File: src/rtl/dcache_data_arb_pipe_pkg.sv
// -----------------------------------------------------------------------------
// dcache_data_arb_pipe_pkg
// Shared definitions for the dcache data-array request arbiter:
//   - default widths for the requester payload fields
//   - the request-payload struct for the default configuration
//   - the index-width constant and helper functions used by the arbiter
// No ports (package).
// -----------------------------------------------------------------------------
package dcache_data_arb_pipe_pkg;

    localparam int DEF_N_IN   = 4;
    localparam int DEF_ADDR_W = 12;
    localparam int DEF_DATA_W = 64;
    localparam int DEF_MASK_W = DEF_DATA_W / 8;
    localparam int DEF_WAYS   = 4;
    localparam int DEF_IDX_W  = $clog2(DEF_N_IN);

    // One requester beat in the default configuration.
    typedef struct packed {
        logic                  write;
        logic [DEF_ADDR_W-1:0] addr;
        logic [DEF_DATA_W-1:0] wdata;
        logic [DEF_MASK_W-1:0] ecc_mask;
        logic [DEF_WAYS-1:0]   way_en;
        logic                  last;
    } dcache_req_t;

    // Width of a channel index; never narrower than one bit.
    function automatic int idx_w(input int n);
        return (n > 1) ? $clog2(n) : 1;
    endfunction

    // (ptr + k) modulo n for 0 <= ptr < n and 1 <= k <= n, without a divider.
    function automatic int rr_next(input int ptr, input int k, input int n);
        int s;
        s = ptr + k;
        if (s >= n) begin
            s = s - n;
        end else begin
            s = s;
        end
        return s;
    endfunction

endpackage

File: src/rtl/dcache_data_arb_pipe_grant.sv
// -----------------------------------------------------------------------------
// dcache_arb_grant
// Purely combinational grant selection for the dcache data arbiter.
//   req_i      : per-channel request valid
//   rr_ptr_i   : last winner (round-robin starts searching just after it)
//   lock_i     : a burst is in progress, only lock_ch_i may be granted
//   lock_ch_i  : channel owning the burst lock
//   gnt_o      : one-hot grant (all zero when nothing is grantable)
//   gnt_idx_o  : index of the granted channel
//   gnt_any_o  : some channel is granted
// RR_MODE = 0 selects the lowest valid index, RR_MODE = 1 rotates priority.
// -----------------------------------------------------------------------------
module dcache_arb_grant
    import dcache_data_arb_pipe_pkg::*;
#(
    parameter int  N_IN    = DEF_N_IN,
    parameter int  RR_MODE = 0,
    localparam int IDX_W   = idx_w(N_IN)
) (
    input  logic [N_IN-1:0]  req_i,
    input  logic [IDX_W-1:0] rr_ptr_i,
    input  logic             lock_i,
    input  logic [IDX_W-1:0] lock_ch_i,
    output logic [N_IN-1:0]  gnt_o,
    output logic [IDX_W-1:0] gnt_idx_o,
    output logic             gnt_any_o
);

    logic [IDX_W-1:0] cand_s;

    // Winner selection: lock overrides everything, otherwise fixed or rotating priority.
    always_comb begin
        gnt_any_o = 1'b0;
        gnt_idx_o = '0;
        gnt_o     = '0;
        cand_s    = '0;
        if (lock_i) begin
            // A stalled burst owner blocks every other channel.
            gnt_any_o = req_i[lock_ch_i];
            gnt_idx_o = lock_ch_i;
        end else if (RR_MODE == 0) begin
            // Scan high to low so the lowest valid index is the last one kept.
            for (int i = N_IN - 1; i >= 0; i--) begin
                gnt_any_o = gnt_any_o | req_i[i];
                gnt_idx_o = req_i[i] ? IDX_W'(i) : gnt_idx_o;
            end
        end else begin
            // Scan farthest to nearest after rr_ptr; k = N_IN revisits rr_ptr itself last.
            for (int k = N_IN; k >= 1; k--) begin
                cand_s    = IDX_W'(rr_next(int'(rr_ptr_i), k, N_IN));
                gnt_any_o = gnt_any_o | req_i[cand_s];
                gnt_idx_o = req_i[cand_s] ? cand_s : gnt_idx_o;
            end
        end
        gnt_o[gnt_idx_o] = gnt_any_o;
    end

endmodule

File: src/rtl/dcache_data_arb_pipe.sv
// -----------------------------------------------------------------------------
// dcache_data_arb_pipe
// Arbitrates N_IN requester channels onto one data-array request port through
// a single output register (latency 1, one beat per cycle when out_ready=1).
// Multi-beat bursts (in_last=0) lock the arbiter onto their channel.
//   clock / reset            : rising-edge clock, asynchronous active-low reset
//   in_valid / in_ready      : per-channel handshake (ready only to the winner)
//   in_addr/write/wdata/eccMask/way_en/last : packed per-channel payload
//   out_valid / out_ready    : registered request handshake to the data array
//   out_addr/write/wdata/eccMask/way_en     : registered winner payload
//   out_chosen               : index of the channel that produced out_*
// -----------------------------------------------------------------------------
module dcache_data_arb_pipe
    import dcache_data_arb_pipe_pkg::*;
#(
    parameter int  N_IN    = DEF_N_IN,
    parameter int  ADDR_W  = DEF_ADDR_W,
    parameter int  DATA_W  = DEF_DATA_W,
    parameter int  MASK_W  = DATA_W / 8,
    parameter int  WAYS    = DEF_WAYS,
    parameter int  RR_MODE = 0,
    localparam int IDX_W   = idx_w(N_IN)
) (
    input  logic                 clock,
    input  logic                 reset,
    input  logic [N_IN-1:0]      in_valid,
    output logic [N_IN-1:0]      in_ready,
    input  logic [N_IN*ADDR_W-1:0] in_addr,
    input  logic [N_IN-1:0]      in_write,
    input  logic [N_IN*DATA_W-1:0] in_wdata,
    input  logic [N_IN*MASK_W-1:0] in_eccMask,
    input  logic [N_IN*WAYS-1:0] in_way_en,
    input  logic [N_IN-1:0]      in_last,
    output logic                 out_valid,
    input  logic                 out_ready,
    output logic [ADDR_W-1:0]    out_addr,
    output logic                 out_write,
    output logic [DATA_W-1:0]    out_wdata,
    output logic [MASK_W-1:0]    out_eccMask,
    output logic [WAYS-1:0]      out_way_en,
    output logic [IDX_W-1:0]     out_chosen
);

    // Output register and arbitration state.
    logic              out_valid_q,  out_valid_d;
    logic [ADDR_W-1:0] out_addr_q,   out_addr_d;
    logic              out_write_q,  out_write_d;
    logic [DATA_W-1:0] out_wdata_q,  out_wdata_d;
    logic [MASK_W-1:0] out_mask_q,   out_mask_d;
    logic [WAYS-1:0]   out_way_q,    out_way_d;
    logic [IDX_W-1:0]  out_chosen_q, out_chosen_d;
    logic [IDX_W-1:0]  rr_ptr_q,     rr_ptr_d;
    logic              lock_q,       lock_d;
    logic [IDX_W-1:0]  lock_ch_q,    lock_ch_d;

    logic [N_IN-1:0]   gnt_s;
    logic [IDX_W-1:0]  gnt_idx_s;
    logic              gnt_any_s;
    logic              load_en_s;
    logic              accept_s;

    logic [ADDR_W-1:0] sel_addr_s;
    logic              sel_write_s;
    logic [DATA_W-1:0] sel_wdata_s;
    logic [MASK_W-1:0] sel_mask_s;
    logic [WAYS-1:0]   sel_way_s;
    logic              sel_last_s;

    dcache_arb_grant #(
        .N_IN    (N_IN),
        .RR_MODE (RR_MODE)
    ) u_grant (
        .req_i     (in_valid),
        .rr_ptr_i  (rr_ptr_q),
        .lock_i    (lock_q),
        .lock_ch_i (lock_ch_q),
        .gnt_o     (gnt_s),
        .gnt_idx_o (gnt_idx_s),
        .gnt_any_o (gnt_any_s)
    );

    // The register can take a new beat when empty or when its content leaves this cycle.
    assign load_en_s = ~out_valid_q | out_ready;
    // reset gates the handshake so nothing is accepted while reset is held low.
    assign accept_s  = gnt_any_s & load_en_s & reset;
    assign in_ready  = gnt_s & {N_IN{load_en_s & reset}};

    // Winner payload mux.
    assign sel_addr_s  = in_addr[gnt_idx_s*ADDR_W +: ADDR_W];
    assign sel_write_s = in_write[gnt_idx_s];
    assign sel_wdata_s = in_wdata[gnt_idx_s*DATA_W +: DATA_W];
    assign sel_mask_s  = in_eccMask[gnt_idx_s*MASK_W +: MASK_W];
    assign sel_way_s   = in_way_en[gnt_idx_s*WAYS +: WAYS];
    assign sel_last_s  = in_last[gnt_idx_s];

    // Next-state: load on accept, drain on an empty cycle, otherwise hold under backpressure.
    always_comb begin
        out_valid_d  = out_valid_q;
        out_addr_d   = out_addr_q;
        out_write_d  = out_write_q;
        out_wdata_d  = out_wdata_q;
        out_mask_d   = out_mask_q;
        out_way_d    = out_way_q;
        out_chosen_d = out_chosen_q;
        rr_ptr_d     = rr_ptr_q;
        lock_d       = lock_q;
        lock_ch_d    = lock_ch_q;
        if (accept_s) begin
            out_valid_d  = 1'b1;
            out_addr_d   = sel_addr_s;
            out_write_d  = sel_write_s;
            out_wdata_d  = sel_wdata_s;
            out_mask_d   = sel_mask_s;
            out_way_d    = sel_way_s;
            out_chosen_d = gnt_idx_s;
            rr_ptr_d     = gnt_idx_s;
            // A non-final beat (re)arms the lock; the final beat releases it.
            lock_d       = ~sel_last_s;
            lock_ch_d    = gnt_idx_s;
        end else if (load_en_s) begin
            out_valid_d  = 1'b0;
        end else begin
            out_valid_d  = out_valid_q;
        end
    end

    // State registers; reset drops any burst lock and points rr_ptr so channel 0 wins first.
    always_ff @(posedge clock or negedge reset) begin
        if (!reset) begin
            out_valid_q  <= 1'b0;
            out_addr_q   <= '0;
            out_write_q  <= 1'b0;
            out_wdata_q  <= '0;
            out_mask_q   <= '0;
            out_way_q    <= '0;
            out_chosen_q <= '0;
            rr_ptr_q     <= IDX_W'(N_IN - 1);
            lock_q       <= 1'b0;
            lock_ch_q    <= '0;
        end else begin
            out_valid_q  <= out_valid_d;
            out_addr_q   <= out_addr_d;
            out_write_q  <= out_write_d;
            out_wdata_q  <= out_wdata_d;
            out_mask_q   <= out_mask_d;
            out_way_q    <= out_way_d;
            out_chosen_q <= out_chosen_d;
            rr_ptr_q     <= rr_ptr_d;
            lock_q       <= lock_d;
            lock_ch_q    <= lock_ch_d;
        end
    end

    assign out_valid   = out_valid_q;
    assign out_addr    = out_addr_q;
    assign out_write   = out_write_q;
    assign out_wdata   = out_wdata_q;
    assign out_eccMask = out_mask_q;
    assign out_way_en  = out_way_q;
    assign out_chosen  = out_chosen_q;

endmodule

File: config.mk
export PLATFORM = sky130hd
export DESIGN_NAME = dcache_data_arb_pipe
export DESIGN_NICKNAME = d
export VERILOG_FILES = /design/src/rtl/dcache_data_arb_pipe_pkg.sv /design/src/rtl/dcache_data_arb_pipe_grant.sv /design/src/rtl/dcache_data_arb_pipe.sv
export SDC_FILE = /design/constraint.sdc
export NUM_CORES = 1
export LEC_CHECK = 0
export CAP_MARGIN = 10
export CORE_AREA = 4 4 178 180
export CTS_CLUSTER_DIAMETER = 50
export DETAILED_ROUTE_END_ITERATION = 8
export DIE_AREA = 0 0 182 184
export GPL_ROUTABILITY_DRIVEN = 0
export HOLD_SLACK_MARGIN = 0.05
export PLACE_DENSITY = 0.66
export REMOVE_ABC_BUFFERS = 1
export SLEW_MARGIN = 15
export SYNTH_ARGS = -nofsm -noshare
export SYNTH_HDL_FRONTEND = slang
export SYNTH_SLANG_ARGS = --single-unit
File: constraint.sdc
create_clock -name clock -period 3.7 [get_ports clock]
set_input_delay 0.555 -clock clock [delete_from_list [all_inputs] [get_ports clock]]
set_output_delay 0.555 -clock clock [all_outputs]
set_load 0.1 [all_outputs]
==> results.txt <==
The flow ran to the end, and the final reports show no timing, DRC or antenna violations. The number of nets with antenna violations after detailed routing came out at 0. The pin count of the biggest net entering global routing is 92, and the maximum buffer depth of the clock tree is 2.

The number of maximum-capacitance violations came out at 0. The max-slew violation count is 0. Sequential elements use 34.2% of the synthesized area. Total power for the finished layout comes to 0.0117 W. The most used flip-flop cell after synthesis is sky130_fd_sc_hd__dfrtp_1. For this run, the detailed router's first-pass iteration total came to 7. The count of input and output buffers was 462; the area added between synthesis and finish was 77.8%. The count of mapped cells out of synthesis is 770. The total congestion overflow after global routing is 0. The part of the cycle the worst path needs was 83.1%; the count of fill cells added during filler insertion was 3043. The commonest cells after synthesis are sky130_fd_sc_hd__a221oi_1, sky130_fd_sc_hd__and2_1, sky130_fd_sc_hd__clkbuf_1, sky130_fd_sc_hd__dfrtp_1, sky130_fd_sc_hd__o21ai_0. The startpoint of the most critical register-to-register path was lock_q$_DFFE_PN0P_. The root cell of the clock tree was sky130_fd_sc_hd__clkbuf_16. The logs give 325 MHz for the timing-limited maximum frequency and 12100 sq um for the cell area after layout.

The count of yosys warnings during synthesis came out at 0. TritonCTS built the clock tree. After detailed routing, the average wire length per cell comes to 21.1 microns.

Leaving out filler cells and counting taps, the final layout contains 1556. For the CTS sink count, the log shows 93. Cells fill 40.1% of the core in the end. Averaged over all synthesized cells, the footprint is 8.84 sq um.

The flop-to-flop setup slack was 1250 ps. The first global-routing pass estimated 49500 microns of wire. VDD sags by at most 0.495 mV.

The distinct cell type count of the synthesized netlist came out at 28. In this run the cell area of the synthesized design comes to 6810 sq um. The area share of the largest cell type after synthesis works out to 34.2%. At the later pin of the worst-skew pair, clock insertion delay measures 340 ps. The required time at the endpoint of the critical path is 3140 ps. The number of H-tree levels came out at 3.

The initial utilization of the core area, before any placement, comes to 22.5%. The fraction of layout cells with a size suffix above 1 is 4.48%. The biggest area contributor in the post-synthesis netlist is sky130_fd_sc_hd__dfrtp_1. The CTS clock-pin slew for the worst setup and hold paths is 70 ps, and the via count of the first global-routing pass is 8428. The cell with the largest stage delay on the worst path was sky130_fd_sc_hd__clkdlybuf4s50_1. The leakage power total came out at 4.37 nW. The slew of the pin with the lowest slew margin was 1090 ps; the initial antenna violation count was 0.

In this run the worst path has a maximum fanout of 27. The proportion of register bits with asynchronous set or reset after synthesis was 100%. Measured along the y axis, the die boundary spans 184 microns. For this design, the CTS-stage hold fixing added 0 buffers. The number of ports placed on the die boundary is 463, and the power per cell area is 965 nW/um^2. After the last flow step, the layout net total stands at 1524.

The logs give 0 for the antenna diode instance count and 471 for the number of violations reported at the end of detailed-routing iteration 0. For the final number of hold-violating endpoints, the log shows 0. Critical path launch point type: a primary input. In the routed design, unresolved DRC markers number 0. The via count normalized by instance count was 5.33; the flip-flop and latch count after synthesis was 93.

Post-CTS repair changed the size of 0 cells. Setup violations remaining at the end of the flow were counted as 0. For the number of placed instances with taps included, the log shows 1542. STA puts the critical path data arrival time at 2520 ps.

After clock tree synthesis, the setup repair step added 0 buffers. The area of the die came out at 33500 sq um. The length in cells of the worst reg-to-reg path is 5.

Traced cell by cell, the critical path runs through clkdlybuf4s50_1 > or2_2 > o211a_4 > nor3_1 > buf_12. Counting I/O delays and the setup requirement, the final critical path takes 3070 ps. Clock skew on the completed layout was measured at 8.01 ps. The type of the worst setup path is primary input to output pin. The capture point of the worst reg-to-reg path is out_addr[11]$_DFFE_PN0P_. In the post-synthesis netlist, the biggest area contributors are sky130_fd_sc_hd__dfrtp_1, sky130_fd_sc_hd__a221oi_1, sky130_fd_sc_hd__and2_1. The floorplan step set the die width to 182 microns. For the placement-stage cell area, the log shows 11800 sq um.

The worst setup path is captured at an output pin. Number of enable-type register cells in the synthesized netlist: 0. The tools report the core area as 30200 sq um. The worst slew margin relative to its limit is 27.2%. In this run the core area contains 64 standard-cell rows. Timing analysis after detailed placement gives a worst setup slack of 542 ps. Once detailed placement completed, the half-perimeter wirelength came to 23700 microns. The total global-route track usage was 18.5%; the post-detailed-routing wire length was 32900 microns.

The worst hold path belongs to the class primary input to asynchronous set/reset pin. For this run, the slowest stage of the critical path takes 530 ps. Across all layers, the routed design uses 8289 vias.

The worst path meets setup with 627 ps of slack. Setup repair after global routing left no endpoint under its margin. Counting the buffers created by CTS gives 9.
final cells by class:
class	instances	area, sq um	share of cell area [%]
clock inverter	4	98.8	0.817
timing repair buffer	486	4890	40.4
clock buffer	10	229	1.89
multi-input combinational	566	4060	33.5
sequential	93	2330	19.2
tap	396	495	4.09
inverter	1	3.75	0.0310
layout by cell type (no fill, tap or decap), drive strengths merged, types with 4 or more instances in the layout:
cell	n
a221oi	179
and2	179
dfrtp	93
buf	29
clkdlybuf4s50	457
nor3	4
o21ai	92
o31ai	89
clkbuf	10
sequential cells by signal (all words and copies together) (netlist names):
signal       cells
lock_q           1
out_addr        12
out_chosen       2
out_write        1
out_eccMask      8
out_valid        1
out_wdata       64
out_way_en       4
cells by family (layout without fill, tap and decap cells):
family          Yosys count  after routing  synth area share [%]
flops                    93             93                  34.2
mux                       2              2                 0.496
compound gates          368            368                  40.8
simple gates            196            196                  17.8
buf+inv                 111            501                  6.78
per-layer routing:
| metal | up-vias | GRT usage [%] | routed length [microns] |
|---|---|---|---|
| met3 | 61 | 5.20 | 2710 |
| met2 | 391 | 30.8 | 15900 |
| met1 | 4018 | 22.6 | 13000 |
| met4 | 0 | 7.39 | 1260 |
| met5 | - | 0 | 0 |
| li1 | 3819 | - | - |
through the flow:
| step | setup TNS, ps | hold slack, ps |
|---|---|---|
| final | 0 | 345 |
| after global routing | 0 | 380 |
| after CTS | 0 | 357 |
| after detailed placement | 0 | 498 |
| after global placement | 0 | 490 |
| after floorplan | -411300 | 259 |
where the power goes:
part           total [W]  internal (W)  switching, W  leakage (nW)
registers        0.00179       0.00152      0.000267          1.15
clock network    0.00108      0.000656      0.000428         0.159
logic            0.00881       0.00249       0.00632          3.06
total             0.0117       0.00467       0.00702          4.37
critical path: cells and delay by family:
kind | cells | cell delay, ps
AOI/OAI and AO/OA | 1 | 360
buffers and inverters | 2 | 770
and+or+nand+nor | 2 | 810
worst max-delay path by stage:
stage | start | end | depth (start not counted)
after floorplan | in_valid[1] | in_ready[0] | 2
after global placement | in_valid[1] | in_ready[2] | 5
after detailed placement | in_valid[1] | out_eccMask[6]$_DFFE_PN0P_ | 6
after CTS | in_valid[1] | in_ready[2] | 5
after global routing | in_valid[1] | in_ready[2] | 5
final | in_valid[1] | in_ready[2] | 5
(Power assumes the default switching activity.)
